**src/rtl/alu_shift_sequencer.sv**
```systemverilog
// Multi-cycle signed-amount shifter, one position per clock.
// Define ALU_SHIFT_FAST_EN to step four positions per clock while count >= 4.
module alu_shift_sequencer #(
  parameter int WIDTH = 16,
  parameter int AMT_W = 5
) (
  input  logic             clk,
  input  logic             rst_n,
  input  logic             start,
  input  logic [WIDTH-1:0] operand,
  input  logic [AMT_W-1:0] amount,
  input  logic             arith,
  output logic             ready,
  output logic             busy,
  output logic             done,
  output logic [WIDTH-1:0] result,
  output logic             carry,
  output logic             zero
);

  typedef enum logic [1:0] {
    IDLE,
    SHIFT,
    FINISH
  } state_t;

  state_t           state;
  logic [WIDTH-1:0] work;
  logic [AMT_W-1:0] cnt;
  logic             goLeft;
  logic             fillArith;
  logic             carryInt;

  logic [AMT_W-1:0] mag;
  logic [WIDTH-1:0] stepWork;
  logic [AMT_W-1:0] stepCnt;
  logic             stepCarry;
  logic             fillBit;
  logic             quad;

  // -16 negates to 5'b10000, which reads as an unsigned 16
  always_comb begin
    mag = amount[AMT_W-1] ? (~amount + 1'b1) : amount;
  end

  always_comb begin
    fillBit   = fillArith & work[WIDTH-1];
    quad      = 1'b0;
`ifdef ALU_SHIFT_FAST_EN
    quad      = (cnt >= AMT_W'(4));
`endif
    stepWork  = work;
    stepCarry = carryInt;
    stepCnt   = cnt;
    if (quad) begin
      stepCnt = cnt - AMT_W'(4);
      if (goLeft) begin
        stepWork  = {work[WIDTH-5:0], 4'b0000};
        stepCarry = work[WIDTH-4];
      end else begin
        stepWork  = {{4{fillBit}}, work[WIDTH-1:4]};
        stepCarry = work[3];
      end
    end else begin
      stepCnt = cnt - AMT_W'(1);
      if (goLeft) begin
        stepWork  = {work[WIDTH-2:0], 1'b0};
        stepCarry = work[WIDTH-1];
      end else begin
        stepWork  = {fillBit, work[WIDTH-1:1]};
        stepCarry = work[0];
      end
    end
  end

  always_ff @(posedge clk or negedge rst_n) begin
    if (!rst_n) begin
      state     <= IDLE;
      work      <= '0;
      cnt       <= '0;
      goLeft    <= 1'b0;
      fillArith <= 1'b0;
      carryInt  <= 1'b0;
      ready     <= 1'b1;
      busy      <= 1'b0;
      done      <= 1'b0;
      result    <= '0;
      carry     <= 1'b0;
      zero      <= 1'b1;
    end else begin
      case (state)
        IDLE: begin
          done <= 1'b0;
          if (start) begin
            work      <= operand;
            goLeft    <= ~amount[AMT_W-1];
            cnt       <= mag;
            fillArith <= arith;
            carryInt  <= 1'b0;
            ready     <= 1'b0;
            busy      <= 1'b1;
            state     <= SHIFT;
          end
        end
        SHIFT: begin
          if (cnt != '0) begin
            work     <= stepWork;
            carryInt <= stepCarry;
            cnt      <= stepCnt;
          end else begin
            result <= work;
            zero   <= (work == '0);
            carry  <= carryInt;
            done   <= 1'b1;
            state  <= FINISH;
          end
        end
        FINISH: begin
          done  <= 1'b0;
          ready <= 1'b1;
          busy  <= 1'b0;
          state <= IDLE;
        end
        default: begin
          state <= IDLE;
          ready <= 1'b1;
          busy  <= 1'b0;
          done  <= 1'b0;
        end
      endcase
    end
  end

endmodule

```
**config.mk**
```make
export PLATFORM = sky130hd
export DESIGN_NAME = alu_shift_sequencer
export DESIGN_NICKNAME = d
export VERILOG_FILES = /design/src/rtl/alu_shift_sequencer.sv
export SDC_FILE = /design/constraint.sdc
export NUM_CORES = 1
export LEC_CHECK = 0
export BUFFER_PORTS_ARGS = -buffer_cell sky130_fd_sc_hd__buf_4
export CAP_MARGIN = 20
export CORE_MARGIN = 1.5
export CORE_UTILIZATION = 58
export CTS_BUF_LIST = sky130_fd_sc_hd__clkbuf_16
export DETAILED_ROUTE_END_ITERATION = 10
export PLACE_DENSITY = 0.84
export SLEW_MARGIN = 20
export SYNTH_ARGS = -nofsm -noshare
export SYNTH_HDL_FRONTEND = slang
export SYNTH_SLANG_ARGS = --single-unit
```
**constraint.sdc**
```tcl
create_clock -name clk -period 3 [get_ports clk]
set_input_delay 0.6 -clock clk [delete_from_list [all_inputs] [get_ports clk]]
set_output_delay 0.6 -clock clk [all_outputs]
set_load 0.005 [all_outputs]
```
Word-level counts from Yosys, hierarchy flattened
Cells that the tools add are included.
{"block": "word_totals", "input_bits": 25, "ram_bits": 0, "n_memories": 0, "rom_bits": 0, "reg_bits": 47, "latch_bits": 0, "elab_cells": 52, "output_inout_bits": 21}
{"block": "op_classes", "bitwise": 5, "multipliers": 0, "n_addsub": 2, "order_cmp": 0, "n_shift": 0, "reduce_logical": 9, "div_mod_pow": 0, "mux": 20, "n_eq_ne": 4}
{"op": "two-way mux 16 bit", "count": 3}
{"op": "case mux 16 bit (2 select lines)", "count": 1}
{"op": "zero test 16 bit", "count": 1}
{"op": "two-way mux 5 bit", "count": 3}
{"op": "case mux 5 bit (2 select lines)", "count": 1}
{"op": "AND reduction 2 bit", "count": 4}
{"op": "two-way mux 1 bit", "count": 6}
{"op": "!= test 2 bit (second input constant)", "count": 3}
{"op": "case mux 1 bit (2 select lines)", "count": 3}
{"op": "adder 5 x 1 -> 5 bit (second input constant)", "count": 1}
{"op": "NOT 5 bit", "count": 1}
{"op": "nonzero test 5 bit", "count": 1}
{"op": "subtractor 5 x 1 -> 5 bit (second input constant)", "count": 1}
{"op": "two-way mux 2 bit", "count": 2}
{"op": "case mux 2 bit (2 select lines)", "count": 1}
{"op": "NOT 1 bit", "count": 3}
{"op": "AND reduction 3 bit", "count": 1}
{"op": "== test 2 x 1 -> 1 bit (second input constant)", "count": 1}
{"op": "zero test 2 bit", "count": 1}
{"op": "nonzero test 2 bit", "count": 1}
{"op": "AND 1 bit", "count": 1}

Longest topological paths before layout
Gate-level depths: netlist of the first run.
{"block": "logic_depth", "word_depth": 5, "ltp_mapped": 7, "ltp_nobuf": 7}

Least setup slack after synthesis of the first run
Ideal clock, no wire load.
{"block": "synth_timing", "path_kind": "register to register", "from": "register cnt[0]", "to": "register cnt[0]", "path_stages_with_launch": 8, "t_arrival_ps": 1518, "required_ps": 2874, "setup_time_ps": 126, "path_buffers": 0, "slack_ps": 1356, "period_less_slack_ps": 1644, "cell_sequence": "dfrtp_1 inv_1 ha_1 nor4b_4 a211o_4 inv_2 nor2_1 a311o_1"}
{"block": "synth_via", "elab_chain_cells": 3, "word_cells_on_any_way": 6, "cone_classes": "1 x add/sub; 1 x eq/ne; 2 x mux; 2 x reduce/logical"}
{"element": "from (decl)", "line_no": "29", "source": "logic [AMT_W-1:0] cnt;"}
{"element": "from (signal assigned)", "line_no": "97", "source": "cnt <= mag;"}
{"element": "from (signal assigned)", "line_no": "109", "source": "cnt <= stepCnt;"}
{"element": "subtractor 5 x 1 -> 5 bit / nonzero test 5 bit (equally long branches)", "line_no": "65, 106"}
{"element": "two-way mux 5 bit / != test 2 bit (equally long branches)"}
{"element": "case mux 5 bit (2 select lines) / AND reduction 3 bit (equally long branches)"}
Several ways; a longest one is shown, not always the timed one. The select of a mux whose other input is x is not followed.
A chain may end at the register's enable or synchronous reset.

Worst setup path after layout of the first run
Same ends and word-level chain as after synthesis.

==> results.toml, run 1 <==
[run_status]
status = "complete, no violations"

[floorplanning]
die-area_sq_mm = 0.00433
core_area_sq_mm = 0.00372
die_h_um = 65.8
initial_core_util = 0.616
pin_count = 46
die_w_um = 65.8
rows = 22

[critical_path]
startpoint_type = "flop"
cp_max_fo = 42
crit_arrival_ns = 2.18
cp-end-kind = "flop"
cp.required_ns = 3.16
setup.worst_path.class = "flop to flop"

[timing]
period_share = 0.674
setup_violations = 0
fin_crit_ns = 2.02
relSlewSlack = 0.380
hold_slack_ns = 0.320
fin_skew_ns = 0.00703
tightest_slew_ns = 0.930
fmax_mhz = 494
setup_ws_ns = 0.977
fin_setup_tns_ns = 0
maxSlewViolCount = 0
rsz0062_at_grt = "false"
hold_viol = 0

[route]
firstDrtPassIters = 4
drcViolationCount = 0
detail_route.wl_per_cell_um = 14.9
routed_wl_um = 4630
drt.antenna.violating_nets = 0
avgViaCountPerCell = 5.63
vias = 1750
drtIter0Drc = 131

[synthesis]
yosysMostFrequentCell = "dfrtp_1"
syn-cell-area_sq_mm = 0.00229
async_flop_share = 1.00
avgSynthCellArea_sq_um = 10.4
yosysTopAreaCell = "dfrtp_1"
syn-num-nets = 248
ys_seq_area_frac = 0.515
synth_edf_count = 0
syn_inst = 221
synth_ff_type = "dfrtp_1"
ys_seq_elements = 47
synth_common_cells = "dfrtp_1, o21ai_0, nor2_1"
synth.distinct_cells = 36
yosys-top-cells-area = "dfrtp_1, mux2_2, mux2i_1"
netlist.area_leader.share = 0.492
yosys_warnings = 0

[hold_path]
hp-class = "input pin to asynchronous set/reset pin"

[placement]
pre_cts_slack_ns = 1.02
place_congestion = 0.815
io_buffer_count = 45
dp_hpwl_um = 3080

[clocking]
cts_sinks = 47
cts_tree = "done"
hold_buffers = 0
numCtsBuffers = 5
clkTransAtPathRegs_ns = 0.06
postCtsSetupBuffers = 0
clock_tree.root_cell = "clkbuf_16"
post_cts_resized = 0
clock_latency_ns = 0.28
htreeDepth = 2
cts_buffer_depth = 2

[power]
leakagePower_nw = 1.36
p_comb_frac = 0.391
ir_drop_mv = 0.782
seq_power_share = 0.391
p_int_mw = 2.02
sw_frac_of_total = 0.360
p_total_mw = 3.16
pwr_density_cell_mw_per_mm2 = 1130
p_switching_mw = 1.14
p_clk_frac = 0.219

[global_routing]
grt_first_pass_wirelength_um = 7760
grt_pass1_vias = 1673
antenna_found_initial = 0
grtUsageTotal = 0.239
grt_max_degree = 48
grt_overflow = 0

[layout]
drive_gt1_frac = 0.289
nNetsFinal = 289
nFillCells = 267
finalCoreUtilization = 0.755
syn2layout_area_growth_pct = 22.5
insertedDiodeCount = 0

[flow_run]
cap_violations = 0
==> placed cells by master, fill, tap and decap left out, types with 2 or more instances in the layout <==
master      n
o21ai_0    26
a21oi_1    18
dfstp_2     2
bufinv_16   2
nor2_1     25
clkbuf_16   5
o31ai_1     3
ha_1        2
dfrtp_1    45
nand2_1    22
nand2b_1    4
mux2i_1    15
mux2_2     17
inv_1       7
nor3_1      2
buf_4      46
nor4_1      4
xnor2_1     2
==> final cells by class <==
type / count / area (sq um) / share of cell area
Clock inverter: 3 / 63.8 / 0.0227
Timing Repair Buffer: 46 / 345 / 0.123
Tap cell: 48 / 60.1 / 0.0214
Inverter: 7 / 26.3 / 0.00937
Clock buffer: 5 / 125 / 0.0446
Sequential cell: 47 / 1180 / 0.420
Multi-Input combinational cell: 155 / 1010 / 0.359
==> worst max-delay path, cell delays in order (launching register included) <==
cell	delay, ns
dfrtp_1	0.41
inv_1	0.10
ha_1	0.21
nor4b_4	0.32
a211o_4	0.43
inv_2	0.08
a311o_1	0.36
==> flip-flops by register name (all words and copies together), names as in the netlist, 2 cells and up <==
signal / count
cnt: 5
work: 16
state: 2
result: 16
==> metal layers <==
metal  global-route usage  wire length [um]
met5                    0                 0
met3               0.0579               273
met1                0.326              2130
met2                0.357              2140
met4                0.115                87
==> stage by stage <==
step / instances / instance area (sq um)
floorplan: 221 / 2290
global placement: 303 / 2620
detailed placement: 303 / 2620
CTS: 311 / 2810
global route: 311 / 2810
finish: 311 / 2810
==> final timing paths <==
path	startpoint	slack, ns	endpoint	cells after the start
max	cnt[0]	0.98	cnt[0]	6
min	rst_n	0.32	cnt[4]	1
max reg2reg	cnt[0]	0.98	cnt[0]	6
min reg2reg	carryInt	0.49	carryInt	2
max in group asynchronous	rst_n	2.30	state[0]	1
min in group clk	carryInt	0.49	carryInt	2
==> power by group through the flow <==
| stage | clock, mW | combinational, mW | sequential, mW |
|---|---|---|---|
| floorplan | 0 | 0.965 | 1.13 |
| global placement | 0 | 1.17 | 1.23 |
| detailed placement | 0 | 1.22 | 1.24 |
| CTS | 0.703 | 1.24 | 1.23 |
| global route | 0.733 | 1.40 | 1.27 |
| finish | 0.691 | 1.23 | 1.23 |
==> cell families after synthesis <==
logic type	synth area share
mux	0.154
flops	0.515
xor+xnor	0.00765
simple gates	0.132
buf+inv	0.0459
fa+ha+maj	0.0109
compound gates	0.134
Power figures use the tool's default switching activity.
==> run 2: changes to the inputs <==
- CORE_UTILIZATION: 58 -> 49
- PLACE_DENSITY: 0.84 -> 0.75
- clock period: 3 -> 1.6 ns (I/O delays scaled with it)
==> run 2 against run 1 <==
  * The run now ends with setup timing left
  * Global-route usage decreased by 2.7 points
  * Die area grew 18%
  * Routed wire length grew 5.4%
  * Clock power increased by 46%
  * Register-to-register slack got worse by 0.98 ns
  * Largest cell class unchanged
==> results.toml, run 2 (same netlist as run 1, synthesis figures left out) <==
[power]
sw_frac_of_total = 0.374
p_clk_frac = 0.161
p_switching_mw = 2.34
p_comb_frac = 0.486
leakagePower_nw = 1.43
ir_drop_mv = 0.999
p_total_mw = 6.24
seq_power_share = 0.353
pwr_density_cell_mw_per_mm2 = 2110
p_int_mw = 3.91

[clocking]
clock_latency_ns = 0.29
cts_tree = "done"
htreeDepth = 2
hold_buffers = 0
cts_sinks = 47
numCtsBuffers = 5
clock_tree.root_cell = "clkbuf_16"
cts_buffer_depth = 2
clkTransAtPathRegs_ns = 0.06

[critical_path]
slowest_delay_ns = 0.38
reg2reg_to = "cnt[2]"
crit_top_cell = "o21ai_1"
crit_path_top_delay_cell = "a211o_4"
setup.worst_path.class = "flop to flop"
startpoint_type = "flop"
cp.required_ns = 1.77
cp-end-kind = "flop"
startpoint = "cnt[0]"
crit_arrival_ns = 1.78
cp_max_fo = 19
rr_worst_depth = 7
reg2reg_slack_ns = -0.007
crit_path_cell_trace = "inv_2 -> ha_4 -> nor4b_4 -> a211o_4 -> buf_12 -> o21ai_1 -> o21ai_1"
critPathCapture = "cnt[2]"
r2r_start = "cnt[0]"

[route]
drtIter0Drc = 155
firstDrtPassIters = 4
routed_wl_um = 4880
avgViaCountPerCell = 5.45
vias = 1788
drcViolationCount = 0
drt.antenna.violating_nets = 0
detail_route.wl_per_cell_um = 14.9

[timing]
fin_skew_ns = 0.00463
setup_violations = 3
hold_slack_ns = 0.0316
hold_viol = 0
rsz0062_at_grt = "true"
maxSlewViolCount = 0
period_share = 1.00
setup_ws_ns = -0.00699
fin_crit_ns = 1.61
tightest_slew_ns = 0.582
fmax_mhz = 622
relSlewSlack = 0.612

[placement]
io_buffer_count = 45
place_congestion = 0.769
dp_hpwl_um = 3220

[global_routing]
grt_first_pass_wirelength_um = 8470
grt_max_degree = 48
globalRouteMet3Util = 0.0366
grt_pass1_vias = 1775
grt_util_met2 = 0.321
use_met1 = 0.306
grt_overflow = 0
grt-busiest-layer = "met2"
grtUsageTotal = 0.212
antenna_found_initial = 0

[floorplanning]
die_h_um = 71.4
initial_core_util = 0.519
rows = 24
core_area_sq_mm = 0.00441
die_w_um = 71.4
die-area_sq_mm = 0.00509
pin_count = 46

[layout]
drive_gt1_frac = 0.348
finalCoreUtilization = 0.669
insertedDiodeCount = 0
layout_commonest_cell = "buf_4"
reg_top3 = "result (16), work (16), cnt (5)"
nFillCells = 344
nNetsFinal = 302
syn2layout_area_growth_pct = 28.9
final_cell_mix = "buf_4, dfrtp_1, nor2_1"

[hold_path]
hp-class = "input pin to asynchronous set/reset pin"

[run_status]
violations = "setup timing"
status = "finished with violations"

[flow_run]
cap_violations = 0
==> run 2: changes by cell type in the layout (fill, tap and decap cells not counted), sizes merged <==
cell | previous run | this run
buf | 46 | 59
bufinv | 2 | 0
clkinv | 0 | 1
clkinvlp | 0 | 1
==> run 2: layer usage <==
metal / vias up / part of all wire
met5: - / 0
met2: 42 / 0.48
met3: 8 / 0.042
li1: 881 / -
met1: 857 / 0.46
met4: 0 / 0.017
==> run 2: worst min path at each step <==
stage	to	slack (ns)	depth (start not counted)
after floorplan	busy	0.02	0
after global placement	cnt[0]	0.37	1
after detailed placement	state[0]	0.36	1
after CTS	fillArith	0.06	1
after global routing	fillArith	0.08	1
final	result[5]	0.03	1
==> run 2: what timing repair did <==
action                     CTS  global route
setup buffers                4             0
resized for setup           18             8
gates cloned                 1             0
pin swaps                    4             4
setup endpoints to repair    6            37
hold endpoints to repair     0             0
==> run 2: final cells by class <==
cell class              instances  area, sq um  share of cell area
clock buffers                   5          125              0.0424
clock inverters                 3         16.3             0.00551
inverters                       7         26.3             0.00890
multi-input cells             155         1030               0.351
flip-flops and latches         47         1180               0.399
well taps                      52         65.1              0.0220
repair buffers                 59          505               0.171
==> run 2: power groups by stage <==
stage               Sequential (mW)  Clock, mW  Combinational (mW)
finish                         2.20       1.01                3.03
floorplan                      2.11          0                1.81
detailed placement             2.21          0                2.72
global route                   2.28       1.07                3.36
global placement               2.19          0                2.61
CTS                            2.20       1.02                3.08
==> run 2: worst max-delay path: cells and delay by family, from the launching register on <==
kind            cells  cell delay, ns
compound gates      3            0.59
fa+ha+maj           1            0.16
buf+inv             2            0.23
flops               1            0.37
simple gates        1            0.14
==> run 2: per-stage QoR <==
| stage | TNS [ns] | cells | area, sq um | setup WS (ns) |
|---|---|---|---|---|
| detailed placement | -0.139 | 316 | 2740 | -0.0426 |
| finish | -0.0138 | 328 | 2950 | -0.00699 |
| floorplan | 0 | 221 | 2290 | 0.0113 |
| global placement | 0 | 316 | 2740 | 0.0163 |
| global route | -0.860 | 328 | 2950 | -0.0867 |
| CTS | -0.123 | 329 | 2970 | -0.0255 |
==> run 3: changes to the inputs <==
- CELL_PAD_IN_SITES_DETAIL_PLACEMENT: default -> 1
- CELL_PAD_IN_SITES_GLOBAL_PLACEMENT: default -> 2
- CORE_UTILIZATION: 49 -> 31
- PLACE_DENSITY: 0.75 -> default
- PLACE_DENSITY_LB_ADDON: default -> 0.1
==> run 3 against run 2 <==
  * The run still ends with setup timing left
  * Design area up 3.3%
  * Clock power grew 21%
  * First-iteration DRC count fell by 78%
  * Global-route usage down 4.8 points
  * Critical path type unchanged
  * Largest cell class unchanged
==> results.toml, run 3 (same netlist as run 1, synthesis figures left out) <==
[global_routing]
grt_util_met2 = 0.251
antenna_found_initial = 0
globalRouteMet3Util = 0.0332
use_met1 = 0.235
grt_first_pass_wirelength_um = 9670
grtUsageTotal = 0.164
grt-busiest-layer = "met2"
grt_max_degree = 48
grt_overflow = 0
grt_pass1_vias = 1851

[timing]
setup_violations = 3
relSlewSlack = 0.588
fin_crit_ns = 1.62
fin_skew_ns = 0.00986
fmax_mhz = 617
maxSlewViolCount = 0
rsz0062_at_grt = "true"
hold_viol = 0
hold_slack_ns = 0.0386
tightest_slew_ns = 0.618
period_share = 1.01
setup_ws_ns = -0.0216

[route]
drtIter0Drc = 34
drcViolationCount = 0
avgViaCountPerCell = 4.71
drt.antenna.violating_nets = 0
firstDrtPassIters = 4
vias = 1780
routed_wl_um = 5770
detail_route.wl_per_cell_um = 15.3

[clocking]
clkTransAtPathRegs_ns = 0.07
clock_latency_ns = 0.29
clock_tree.root_cell = "clkbuf_16"
htreeDepth = 2
cts_tree = "done"
hold_buffers = 0
numCtsBuffers = 5
cts_sinks = 47
cts_buffer_depth = 2

[critical_path]
cp-end-kind = "flop"
setup.worst_path.class = "flop to flop"
startpoint_type = "flop"
crit_arrival_ns = 1.79
cp_max_fo = 4
rr_worst_depth = 7
reg2reg_slack_ns = -0.02
cp.required_ns = 1.77
r2r_start = "cnt[0]"
reg2reg_to = "cnt[0]"

[floorplanning]
die_h_um = 88.9
die_w_um = 88.9
rows = 31
initial_core_util = 0.317
core_area_sq_mm = 0.00721
die-area_sq_mm = 0.00791
pin_count = 46

[run_status]
violations = "setup timing"
status = "finished with violations"

[layout]
nNetsFinal = 305
drive_gt1_frac = 0.358
layout_commonest_cell = "buf_4"
final_cells = 378
reg_top3 = "result (16), work (16), cnt (5)"
syn2layout_area_growth_pct = 33.1
insertedDiodeCount = 0
final_cell_mix = "buf_4, dfrtp_1, nor2_1"

[placement]
pre_cts_slack_ns = -0.0635
dp_hpwl_um = 3930
dpl.cell_count = 367
place_congestion = 0.739
io_buffer_count = 45

[power]
leakagePower_nw = 1.45
ir_drop_mv = 0.705
p_clk_frac = 0.190
seq_power_share = 0.344
p_int_mw = 4.03
p_switching_mw = 2.39
pwr_density_cell_mw_per_mm2 = 2110
p_comb_frac = 0.467
sw_frac_of_total = 0.372

[flow_run]
cap_violations = 0

[hold_path]
hp-class = "input pin to asynchronous set/reset pin"
-- run 3: worst max-delay path by stage --
stage	startpoint	end	slack [ns]
6_report	cnt[0]	cnt[0]	-0.02
4_1_cts	cnt[0]	cnt[0]	-0.03
2_1_floorplan	cnt[0]	cnt[0]	0.01
3_5_place_dp	cnt[0]	result[1]	-0.06
3_3_place_gp	cnt[0]	cnt[0]	0.01
5_1_grt	cnt[0]	cnt[0]	-0.08
-- run 3: worst max-delay path, stage by stage, from the launching register on --
cell and delay (ns):
dfrtp_1 0.38, inv_2 0.07, ha_4 0.16, nor4b_4 0.14, a211o_4 0.36, inv_4 0.07
nor2_2 0.03, a311o_1 0.31
-- run 3: repair_timing --
item | CTS | global route
gates resized for setup | 10 | 5
pin swaps | 4 | 1
endpoints found under the setup margin | 37 | 37
setup buffers | 2 | 1
-- run 3: layer usage --
metal  vias to the layer above  share of wire
met5                         -              0
met1                       863           0.52
li1                        878              -
met2                        34           0.43
met3                         5          0.037
met4                         0          0.012
-- run 3: area by class of cell --
type,instances,area [sq um]
Fill cell,847,4170
Sequential cell,47,1180
Multi-Input combinational cell,155,1030
Timing Repair Buffer,62,510
Clock buffer,5,125
Tap cell,99,124
Clock inverter,3,46.3
Inverter,7,28.8
-- run 3: stage by stage --
step           utilization  setup TNS, ns  power (mW)  cell area [sq um]
3_3_place_gp         0.391              0        5.05               2820
6_report             0.422        -0.0268        6.42               3050
2_1_floorplan            -              0        3.92               2290
4_1_cts              0.421        -0.0840        6.50               3040
3_5_place_dp         0.391         -0.717        5.12               2820
5_1_grt              0.422          -1.49        6.99               3050
-- run 3: power groups by stage --
stage	Sequential, mW	Clock (mW)	Combinational, mW
2_1_floorplan	2.11	0	1.81
3_3_place_gp	2.23	0	2.82
3_5_place_dp	2.23	0	2.89
4_1_cts	2.22	1.25	3.03
5_1_grt	2.30	1.30	3.39
6_report	2.21	1.22	3.00
